`config.mk`:
```
export PLATFORM = sky130hd
export DESIGN_NAME = ex_mdu
export DESIGN_NICKNAME = d
export VERILOG_FILES = /design/src/rtl/ex_mdu_pkg.sv /design/src/rtl/mdu_iter.sv /design/src/rtl/ex_mdu.sv
export SDC_FILE = /design/constraint.sdc
export NUM_CORES = 1
export LEC_CHECK = 0
export ABC_AREA = 1
export CAP_MARGIN = 5
export CELL_PAD_IN_SITES_DETAIL_PLACEMENT = 1
export CELL_PAD_IN_SITES_GLOBAL_PLACEMENT = 2
export CORE_ASPECT_RATIO = 1.75
export CORE_UTILIZATION = 26
export CTS_CLUSTER_SIZE = 20
export DETAILED_ROUTE_END_ITERATION = 10
export PLACE_DENSITY_LB_ADDON = 0.1
export SLEW_MARGIN = 10
export SYNTH_ARGS = -nofsm -noshare
export SYNTH_HDL_FRONTEND = slang
export SYNTH_HIERARCHICAL = 1
export SYNTH_SLANG_ARGS = --single-unit
```
`constraint.sdc`:
```
create_clock -name i_clk -period 2.3 [get_ports i_clk]
set_input_delay 0.46 -clock i_clk [delete_from_list [all_inputs] [get_ports i_clk]]
set_output_delay 0.46 -clock i_clk [all_outputs]
set_load 0.01 [all_outputs]
```
`src/rtl/ex_mdu_pkg.sv`:
```
// Shared definitions for the execute-stage multiply/divide unit:
// RV32M funct3 encodings, iteration FSM states and datapath constants.
package ex_mdu_pkg;

  localparam int XLEN  = 32;
  localparam int CNT_W = 5;

  localparam logic [2:0] MD_MUL    = 3'b000;
  localparam logic [2:0] MD_MULH   = 3'b001;
  localparam logic [2:0] MD_MULHSU = 3'b010;
  localparam logic [2:0] MD_MULHU  = 3'b011;
  localparam logic [2:0] MD_DIV    = 3'b100;
  localparam logic [2:0] MD_DIVU   = 3'b101;
  localparam logic [2:0] MD_REM    = 3'b110;
  localparam logic [2:0] MD_REMU   = 3'b111;

  typedef enum logic [1:0] {
    ST_IDLE = 2'd0,
    ST_CALC = 2'd1,
    ST_DONE = 2'd2
  } mdu_state_e;

  // {rs1 is signed, rs2 is signed}; MUL treats both as signed since the low word is unaffected.
  function automatic logic [1:0] md_signed(input logic [2:0] op);
    case (op)
      MD_MUL, MD_MULH, MD_DIV, MD_REM: md_signed = 2'b11;
      MD_MULHSU:                       md_signed = 2'b10;
      default:                         md_signed = 2'b00;
    endcase
  endfunction

endpackage

```
`src/rtl/mdu_iter.sv`:
```
// Iterative 32-step shift-add multiplier / restoring divider on operand magnitudes,
// with sign fixup and RV32M divide-by-zero handling applied in DONE.
module mdu_iter
  import ex_mdu_pkg::*;
(
  input  logic            i_clk,
  input  logic            i_rst_n,
  input  logic            i_start,
  input  logic            i_flush,
  input  logic [2:0]      i_op,
  input  logic [XLEN-1:0] i_a,
  input  logic [XLEN-1:0] i_b,
  output logic            o_busy,
  output logic            o_done,
  output logic [XLEN-1:0] o_result,
  output mdu_state_e      o_state
);

  mdu_state_e       r_state;
  logic [CNT_W-1:0] r_cnt;
  logic             r_last;
  logic [2:0]       r_op;
  logic             r_sa;
  logic             r_sb;
  logic [XLEN-1:0]  r_ma;
  logic [XLEN-1:0]  r_mb;
  logic [XLEN-1:0]  r_acc;
  logic [XLEN-1:0]  r_q;

  logic [1:0]       w_sgn;
  logic             w_a_neg;
  logic             w_b_neg;
  logic [XLEN-1:0]  w_a_mag;
  logic [XLEN-1:0]  w_b_mag;
  logic             w_is_div;

  logic [XLEN:0]    w_mul_sum;
  logic [XLEN:0]    w_div_sh;
  logic [XLEN+1:0]  w_div_diff;
  logic             w_div_ge;

  logic [2*XLEN-1:0] w_prod;
  logic [2*XLEN-1:0] w_prod_fix;
  logic [XLEN-1:0]   w_quo_fix;
  logic [XLEN-1:0]   w_rem_fix;
  logic [XLEN-1:0]   w_rs1_orig;
  logic              w_div0;

  assign w_sgn    = md_signed(i_op);
  assign w_a_neg  = w_sgn[1] & i_a[XLEN-1];
  assign w_b_neg  = w_sgn[0] & i_b[XLEN-1];
  assign w_a_mag  = w_a_neg ? (~i_a + 1'b1) : i_a;
  assign w_b_mag  = w_b_neg ? (~i_b + 1'b1) : i_b;
  assign w_is_div = r_op[2];

  // Multiply: add multiplicand into the high word, then shift {carry, hi, lo} right.
  assign w_mul_sum = {1'b0, r_acc} + (r_q[0] ? {1'b0, r_ma} : '0);

  // Divide: shift next dividend bit into the partial remainder and trial-subtract.
  // With no borrow the difference always fits in XLEN bits, so both top bits are zero.
  assign w_div_sh   = {r_acc, r_q[XLEN-1]};
  assign w_div_diff = {1'b0, w_div_sh} - {2'b00, r_mb};
  assign w_div_ge   = ~|w_div_diff[XLEN+1:XLEN];

  always_ff @(posedge i_clk or negedge i_rst_n) begin
    if (!i_rst_n) begin
      r_state <= ST_IDLE;
      r_cnt   <= '0;
      r_last  <= 1'b0;
      r_op    <= '0;
      r_sa    <= 1'b0;
      r_sb    <= 1'b0;
      r_ma    <= '0;
      r_mb    <= '0;
      r_acc   <= '0;
      r_q     <= '0;
    end else if (i_flush) begin
      r_state <= ST_IDLE;
      r_cnt   <= '0;
      r_last  <= 1'b0;
    end else begin
      case (r_state)
        ST_IDLE: begin
          if (i_start) begin
            r_op    <= i_op;
            r_sa    <= w_a_neg;
            r_sb    <= w_b_neg;
            r_ma    <= w_a_mag;
            r_mb    <= w_b_mag;
            r_acc   <= '0;
            r_q     <= i_op[2] ? w_a_mag : w_b_mag;
            r_cnt   <= '0;
            r_last  <= 1'b0;
            r_state <= ST_CALC;
          end
        end
        ST_CALC: begin
          if (!r_last) begin
            if (w_is_div) begin
              r_acc <= w_div_ge ? w_div_diff[XLEN-1:0] : w_div_sh[XLEN-1:0];
              r_q   <= {r_q[XLEN-2:0], w_div_ge};
            end else begin
              r_acc <= w_mul_sum[XLEN:1];
              r_q   <= {w_mul_sum[0], r_q[XLEN-1:1]};
            end
            r_cnt <= r_cnt + 1'b1;
            if (r_cnt == '1) r_last <= 1'b1;
          end else begin
            // One settle cycle after the final iteration keeps the latency at 34 stalls.
            r_last  <= 1'b0;
            r_state <= ST_DONE;
          end
        end
        ST_DONE: r_state <= ST_IDLE;
        default: r_state <= ST_IDLE;
      endcase
    end
  end

  assign w_prod     = {r_acc, r_q};
  assign w_prod_fix = (r_sa ^ r_sb) ? (~w_prod + 1'b1) : w_prod;
  assign w_quo_fix  = (r_sa ^ r_sb) ? (~r_q + 1'b1) : r_q;
  assign w_rem_fix  = r_sa ? (~r_acc + 1'b1) : r_acc;
  assign w_rs1_orig = r_sa ? (~r_ma + 1'b1) : r_ma;
  assign w_div0     = (r_mb == '0);

  always_comb begin
    o_result = '0;
    case (r_op)
      MD_MUL:                       o_result = w_prod_fix[XLEN-1:0];
      MD_MULH, MD_MULHSU, MD_MULHU: o_result = w_prod_fix[2*XLEN-1:XLEN];
      MD_DIV, MD_DIVU:              o_result = w_div0 ? '1 : w_quo_fix;
      MD_REM, MD_REMU:              o_result = w_div0 ? w_rs1_orig : w_rem_fix;
      default:                      o_result = '0;
    endcase
  end

  assign o_busy  = (r_state != ST_IDLE);
  assign o_done  = (r_state == ST_DONE);
  assign o_state = r_state;

endmodule

```
`src/rtl/ex_mdu.sv`:
```
// Execute-stage MDU wrapper: stall generation and the EX/MEM pipeline register.
// ALU results pass in one cycle; RV32M ops stall upstream until the iterator finishes.
module ex_mdu
  import ex_mdu_pkg::*;
(
  input  logic            i_clk,
  input  logic            i_rst_n,
  input  logic            i_vld,
  input  logic            i_flush,
  input  logic            i_is_md,
  input  logic [2:0]      i_md_op,
  input  logic [XLEN-1:0] i_rs1_rdata,
  input  logic [XLEN-1:0] i_rs2_rdata,
  input  logic [XLEN-1:0] i_res,
  input  logic [4:0]      i_rd_waddr,
  input  logic            i_rd_wen,
  input  logic            i_mem_reg,
  input  logic            i_dmem_ren,
  input  logic            i_dmem_wen,
  input  logic [2:0]      i_opsel,
  input  logic [XLEN-1:0] i_dmem_addr,
  input  logic [XLEN-1:0] i_dmem_wdata,
  input  logic [XLEN-1:0] i_inst,
  input  logic [XLEN-1:0] i_pc,
  input  logic [XLEN-1:0] i_nxt_pc,
  output logic            o_stall,
  output logic            o_vld,
  output logic [XLEN-1:0] o_res,
  output logic [XLEN-1:0] o_rs1_rdata,
  output logic [XLEN-1:0] o_rs2_rdata,
  output logic [4:0]      o_rd_waddr,
  output logic            o_rd_wen,
  output logic            o_mem_reg,
  output logic            o_dmem_ren,
  output logic            o_dmem_wen,
  output logic [2:0]      o_opsel,
  output logic [XLEN-1:0] o_dmem_addr,
  output logic [XLEN-1:0] o_dmem_wdata,
  output logic [XLEN-1:0] o_inst,
  output logic [XLEN-1:0] o_pc,
  output logic [XLEN-1:0] o_nxt_pc
);

  logic            w_md;
  logic            w_busy;
  logic            w_done;
  logic            w_cap;
  logic [XLEN-1:0] w_result;
  mdu_state_e      w_mdu_state;

  logic            r_vld;
  logic [XLEN-1:0] r_res;
  logic [XLEN-1:0] r_rs1_rdata;
  logic [XLEN-1:0] r_rs2_rdata;
  logic [4:0]      r_rd_waddr;
  logic            r_rd_wen;
  logic            r_mem_reg;
  logic            r_dmem_ren;
  logic            r_dmem_wen;
  logic [2:0]      r_opsel;
  logic [XLEN-1:0] r_dmem_addr;
  logic [XLEN-1:0] r_dmem_wdata;
  logic [XLEN-1:0] r_inst;
  logic [XLEN-1:0] r_pc;
  logic [XLEN-1:0] r_nxt_pc;

  // Handshake: while o_stall=1 upstream holds every EX input stable; an instruction
  // leaves EX on the first edge with o_stall=0, and o_vld marks a live EX/MEM entry.
  assign w_md    = i_vld & i_is_md & ~i_flush;
  assign o_stall = w_md & (w_mdu_state != ST_DONE);

  mdu_iter u_iter (
    .i_clk    (i_clk),
    .i_rst_n  (i_rst_n),
    .i_start  (w_md),
    .i_flush  (i_flush),
    .i_op     (i_md_op),
    .i_a      (i_rs1_rdata),
    .i_b      (i_rs2_rdata),
    .o_busy   (w_busy),
    .o_done   (w_done),
    .o_result (w_result),
    .o_state  (w_mdu_state)
  );

  // Payload fields are dead while the iterator runs, so they are only reloaded when it is not.
  assign w_cap = ~w_busy | w_done;

  always_ff @(posedge i_clk or negedge i_rst_n) begin
    if (!i_rst_n) begin
      r_vld        <= 1'b0;
      r_res        <= '0;
      r_rs1_rdata  <= '0;
      r_rs2_rdata  <= '0;
      r_rd_waddr   <= '0;
      r_rd_wen     <= 1'b0;
      r_mem_reg    <= 1'b0;
      r_dmem_ren   <= 1'b0;
      r_dmem_wen   <= 1'b0;
      r_opsel      <= '0;
      r_dmem_addr  <= '0;
      r_dmem_wdata <= '0;
      r_inst       <= '0;
      r_pc         <= '0;
      r_nxt_pc     <= '0;
    end else begin
      r_vld <= i_vld & ~i_flush & (~i_is_md | w_done);
      if (w_cap) begin
        r_res        <= (w_md & w_done) ? w_result : i_res;
        r_rs1_rdata  <= i_rs1_rdata;
        r_rs2_rdata  <= i_rs2_rdata;
        r_rd_waddr   <= i_rd_waddr;
        r_rd_wen     <= i_rd_wen;
        r_mem_reg    <= i_mem_reg;
        r_dmem_ren   <= i_dmem_ren;
        r_dmem_wen   <= i_dmem_wen;
        r_opsel      <= i_opsel;
        r_dmem_addr  <= i_dmem_addr;
        r_dmem_wdata <= i_dmem_wdata;
        r_inst       <= i_inst;
        r_pc         <= i_pc;
        r_nxt_pc     <= i_nxt_pc;
      end
    end
  end

  assign o_vld        = r_vld;
  assign o_res        = r_res;
  assign o_rs1_rdata  = r_rs1_rdata;
  assign o_rs2_rdata  = r_rs2_rdata;
  assign o_rd_waddr   = r_rd_waddr;
  assign o_rd_wen     = r_rd_wen;
  assign o_mem_reg    = r_mem_reg;
  assign o_dmem_ren   = r_dmem_ren;
  assign o_dmem_wen   = r_dmem_wen;
  assign o_opsel      = r_opsel;
  assign o_dmem_addr  = r_dmem_addr;
  assign o_dmem_wdata = r_dmem_wdata;
  assign o_inst       = r_inst;
  assign o_pc         = r_pc;
  assign o_nxt_pc     = r_nxt_pc;

endmodule

```
---- Word-level counts from Yosys, hierarchy flattened ----
Cells that the tools add are included.
cells by class
  equality and inequality tests ........... 20
  mux-type cells .......................... 35
  shift operators ......................... 0
  multiply operators ...................... 0
  reductions and logical operators ........ 18
  bitwise operators ....................... 20
  add/sub/neg operators ................... 9
  magnitude comparators ................... 0
  divide/modulo/power cells ............... 0
operators with widths
  kind                     number
  $mux W32                 17
  $add A32 B1 Y32 const B  5
  $not A32 Y32             5
  $pmux W32 S2             2
  $pmux W32 S4             1
  $add A64 B1 Y64 const B  1
  $mux W64                 1
  $not A64 Y64             1
  $sub A33 B32 Y34         1
  $add A32 B33 Y33         1
  $logic_not A32 Y1        1
  $eq A3 B3 Y1 const B     6
  $mux W5                  3
  $pmux W5 S2              1
  $eq A3 B2 Y1 const B     3
  $and A1 B1 Y1            8
  $pmux W2 S2              2
  $eq A3 B1 Y1 const B     2
  $logic_not A3 Y1         2
  $mux W2                  3
  $ne A2 B2 Y1 const B     3
  $ne A3 B3 Y1 const B     2
  $reduce_and A3 Y1        2
  $reduce_or A2 Y1         3
  18 further kinds         26
storage, ports and cells
  bits in latches ......................... 0
  output and inout bits ................... 270
  memories ................................ 0
  bits in writable memories ............... 0
  logic and storage cells ................. 127
  bits in read-only memories .............. 0
  register bits after elaboration ......... 410

---- Longest topological paths before layout ----
  depth after elaboration ................. 8
  depth in mapped cells ................... 22
  mapped depth without buffers ............ 20

---- Cells and area by module ----
The synthesis kept the hierarchy.
modules (own cells, without submodules)
  module    area each (µm²)  cells an instance  times used
  mdu_iter  18293.8          3236               1
  ex_mdu    10665.2          1250               1

---- Least setup slack after synthesis ----
OpenSTA, ideal clock, no wires.
  kind .................................... reg-to-reg
  from .................................... register u_iter.r_q[31]
  to ...................................... register u_iter.r_acc[30]
  setup slack ............................. -0.222 ns
  buffers on the path ..................... 2
  required time ........................... 2.184 ns
  cell stages (with the launch flop) ...... 21
  arrival time ............................ 2.406 ns
  setup time .............................. 0.116 ns
  cells stage by stage .................... dfrtp_1 clkbuf_1 inv_1 ha_1 inv_1 fa_1 nand2_1 nand2_1 nand3_1 nand2_2 nand2_1 nand2_2 nand2_1 nand3_1 nand2_4 nand2_8 buf_6 a21oi_2 nand2_1 nand2_1 nand2_1
on the way
  longest elaborated chain between the ends .. 6
RTL lines
  element                 RTL line         source
  from (decl)             mdu_iter.sv:28   logic [XLEN-1:0] r_q;
  from (signal assigned)  mdu_iter.sv:91   r_q <= i_op[2] ? w_a_mag : w_b_mag;
  from (signal assigned)  mdu_iter.sv:101  r_q <= {r_q[XLEN-2:0], w_div_ge};
  from (signal assigned)  mdu_iter.sv:104  r_q <= {w_mul_sum[0], r_q[XLEN-1:1]};
  $sub A33 B32 Y34 (*)    mdu_iter.sv:62   assign w_div_diff = {1'b0, w_div_sh} - {2'b00, r_mb};
  $reduce_or A2 Y1        mdu_iter.sv:63   assign w_div_ge = ~|w_div_diff[XLEN+1:XLEN];
  $mux W32 (*)            mdu_iter.sv:100  r_acc <= w_div_ge ? w_div_diff[XLEN-1:0] : w_div_sh[XLEN-1:0];
  $mux W32 (*)            mdu_iter.sv:99   if (w_is_div) begin
  $mux W32 (*)            mdu_iter.sv:98   if (!r_last) begin
  $pmux W32 S2 (*)        mdu_iter.sv:82   case (r_state)
  to (signal assigned)    mdu_iter.sv:100
  to (signal assigned)    mdu_iter.sv:103  r_acc <= w_mul_sum[XLEN:1];
  to (decl)               mdu_iter.sv:27   logic [XLEN-1:0] r_acc;
Mark *: on every way between the ends. The rest lies on a longest branch, timed or not. The select of a mux whose other input is x is not followed.
A chain may end at the register's enable or synchronous reset.

---- Worst setup path after layout ----
  from .................................... register u_iter.r_acc[19]
  to ...................................... register u_iter.r_acc[10]
on the way
  longest elaborated chain between the ends .. 6
RTL lines
  element           RTL line
  $sub A33 B32 Y34  mdu_iter.sv:62
  $reduce_or A2 Y1  mdu_iter.sv:63
  $mux W32          mdu_iter.sv:100
  $mux W32          mdu_iter.sv:99
  $mux W32          mdu_iter.sv:98
  $pmux W32 S2      mdu_iter.sv:82
No other way between the ends. The select of a mux whose other input is x is not followed.

==> results.toml <==
[sta]
period_needed_ns = 2.728
timing.final.max_slew_violations = 0
hold_viol = 0
worstMarginPinSlew_ns = 1.085
worst_slack_ns = -0.4276
setup_violations = 65
slew_headroom_pct = 27.62
rsz0062_at_grt = "yes"
fin_crit_sh_pct = 118.6
max_freq_ghz = 0.3666
skew_ns = 0.02875

[drt]
drt_pre_antenna_iters = 5
drt_iter0_markers = 1747
avgViaCountPerCell = 4.915
wirelength_um = 187300
wl_per_cell_um = 24.73
antenna_left = 0
drc = 0
via_count = 37210

[grt]
grt_max_degree = 117
grt_remaining_overflow = 0
grt_pass1_wl_um = 268400
grt_pass1_vias = 40510
antenna_found_initial = 24
track_usage_pct = 32.73

[cts]
cts_tree = "done"
cts_buffer_depth = 3
clk_pin_slew_ns = 0.07
numCtsBuffers = 46
htreeDepth = 2
clkLatencyLatePin_ns = 0.63
cts-root-buf = "clkbuf_16"
clock-sinks = 410

[setup_path]
critPathSlowestCell = "dfrtp_2"
rr_startpoint = "u_iter/r_acc[19]"
r2r_end = "u_iter/r_acc[10]"
reg2reg_slack_ns = -0.43
critPathKind = "reg2reg"
crit_fanout = 8
cp.arrival_ns = 3.23
worstPathRequired_ns = 2.80
path_delay_family = "simple AND/OR/NAND/NOR gates"
critical-path-max-stage-delay_ns = 0.59
cp.depth = 15
cp-start-kind = "flip-flop"
rr_worst_depth = 15
path_cells = "ha_4 -> nand2_1 -> nor3_2 -> buf_4 -> and2_4 -> nand2_4 -> nand2_2 -> nand2_2 -> nand2_4 -> nand2_8 -> inv_12 -> buf_12 -> nand3_4 -> nand3b_1 -> nand2_1"
cp_num_buf_inv = 3
critPathCaptureType = "flip-flop"

[placement]
numPortBuffers = 545
post_dp_cell_area_mm2 = 0.04376
gp_congestion = 1.028
dpl.hpwl_um = 150500
place_inst = 7349

[synthesis]
synth-seq-area-share_pct = 35.43
synth_edf_count = 0
netlist_area_mm2 = 0.02896
synthTopCellsByArea = "dfrtp_1 (35%), nand2_1 (22%), nand3_1 (7.2%)"
yosysWarnings = 6
synth_top_area_share_pct = 35.43
avgSynthCellArea_um2 = 6.455
synthFlopType = "dfrtp_1"
syn-instance-count = 4486
synth_top_area_cell = "dfrtp_1"
ys_types = 56
synth-async-reset-ratio_pct = 100.0
syn-num-nets = 4835
ys_seq_elements = 410

[floorplanning]
io_pins = 546
core_area_mm2 = 0.1102
die_y_um = 443.5
die_area_mm2 = 0.1128
die_x_um = 254.3
rows = 161
initial_core_util_pct = 26.28

[min_path]
hp-class = "in2async"

[pwr]
leakage_nw = 24.66
irDropWorstVdd_v = 0.0005699
powerDensity_mw_per_mm2 = 1069

[status]
violations = "setup timing"
status = "complete, but fails checks"

[cells_and_area]
fin_nets = 6412
final_layout_size_suffix_gt1_share_pct = 33.33
final_cell_area_mm2 = 0.05121
finalNonFillerCells = 7572
fillers = 13580
final_cell_mix = "nand2_1 (1570), buf_4 (1002), clkdlybuf4s50_1 (542)"
final_common_cell = "nand2_1"
area_growth_pct = 76.83

[job]
drv_cap = 0
per-layer routing:
layer	vias to the layer above	GRT usage [%]	share of wire, %
li1	17440	-	-
met1	18080	30.15	33
met2	1106	60.32	52
met3	570	7.224	5.6
met4	14	27.15	10
met5	-	0	0.046
cells in the mapped netlist, types with 15 or more instances:
cell      instances
o21ai_0         229
o211ai_1         29
clkbuf_1         94
nand3_1         415
inv_1           436
nand2_1        1727
nor2_1          393
buf_6            15
ha_1             71
nand4_1          69
dfrtp_1         410
xnor2_1          15
xor2_1           97
a21oi_1         171
nor3_1           39
nor2_2           17
a31oi_1          34
buf_2            60
o21ai_1          17
nand3b_1         19
worst max path at each step:
| stage | startpoint | end | slack (ns) |
|---|---|---|---|
| 2_1_floorplan | u_iter/r_q[31] | u_iter/r_acc[31] | -0.06 |
| 3_3_place_gp | u_iter/r_q[0] | u_iter/r_acc[30] | -0.86 |
| 3_5_place_dp | u_iter/r_q[0] | u_iter/r_acc[30] | -0.89 |
| 4_1_cts | u_iter/r_q[0] | u_iter/r_acc[18] | -0.30 |
| 5_1_grt | u_iter/r_acc[19] | u_iter/r_acc[10] | -0.53 |
| 6_report | u_iter/r_acc[19] | u_iter/r_acc[10] | -0.43 |
through the flow:
stage | hold slack (ns) | setup WS (ns) | total power, mW | setup TNS [ns] | util [%]
4_1_cts | 0.2588 | -0.3040 | 50.87 | -12.36 | 44.27
3_5_place_dp | 0.3667 | -0.8903 | 38.26 | -63.87 | 39.72
2_1_floorplan | 0.1644 | -0.06216 | 20.55 | -1.016 | -
5_1_grt | 0.3012 | -0.5272 | 57.27 | -23.20 | 46.47
6_report | 0.2977 | -0.4276 | 54.73 | -17.41 | 46.47
3_3_place_gp | 0.3626 | -0.8635 | 37.95 | -58.61 | 39.72
report_power, final:
group / switching [mW] / total (mW) / internal [mW]
logic: 20.6 / 36.6 / 16.0
clock network: 3.52 / 8.23 / 4.71
registers: 1.54 / 9.90 / 8.36
total: 25.6 / 54.7 / 29.1
what timing repair did:
| action | 4_1_cts | 5_1_grt |
|---|---|---|
| setup buffers | 68 | 69 |
| cloned | 6 | 1 |
| hold buffers | 1 | 0 |
| resized for setup | 674 | 478 |
| pin swaps | 218 | 231 |
| setup endpoints to repair | 67 | 86 |
| endpoints found under the hold margin | 28 | 0 |
cells by family after synthesis:
group                    after synthesis  share of synthesized area (%)
AND/OR/NAND/NOR                     2738                          39.25
buffers and inverters                635                          9.000
AO/OA/AOI/OAI                        518                          9.726
XOR/XNOR                             112                          3.387
adder cells (fa/ha/maj)               73                          3.206
flip-flops                           410                          35.43
final cells by class:
class                      count  area [µm²]  share of cell area [%]
timing repair buffer        1714       15530                   30.33
clock buffer                  68        1365                   2.666
antenna                        6       15.01                 0.02932
multi-input combinational   3441       20130                   39.31
sequential                   410       10300                   20.11
tap                         1467        1836                   3.584
inverter                     450        1775                   3.467
clock inverter                16       259.0                  0.5058
Note: power is estimated with default switching activity, not from simulation.
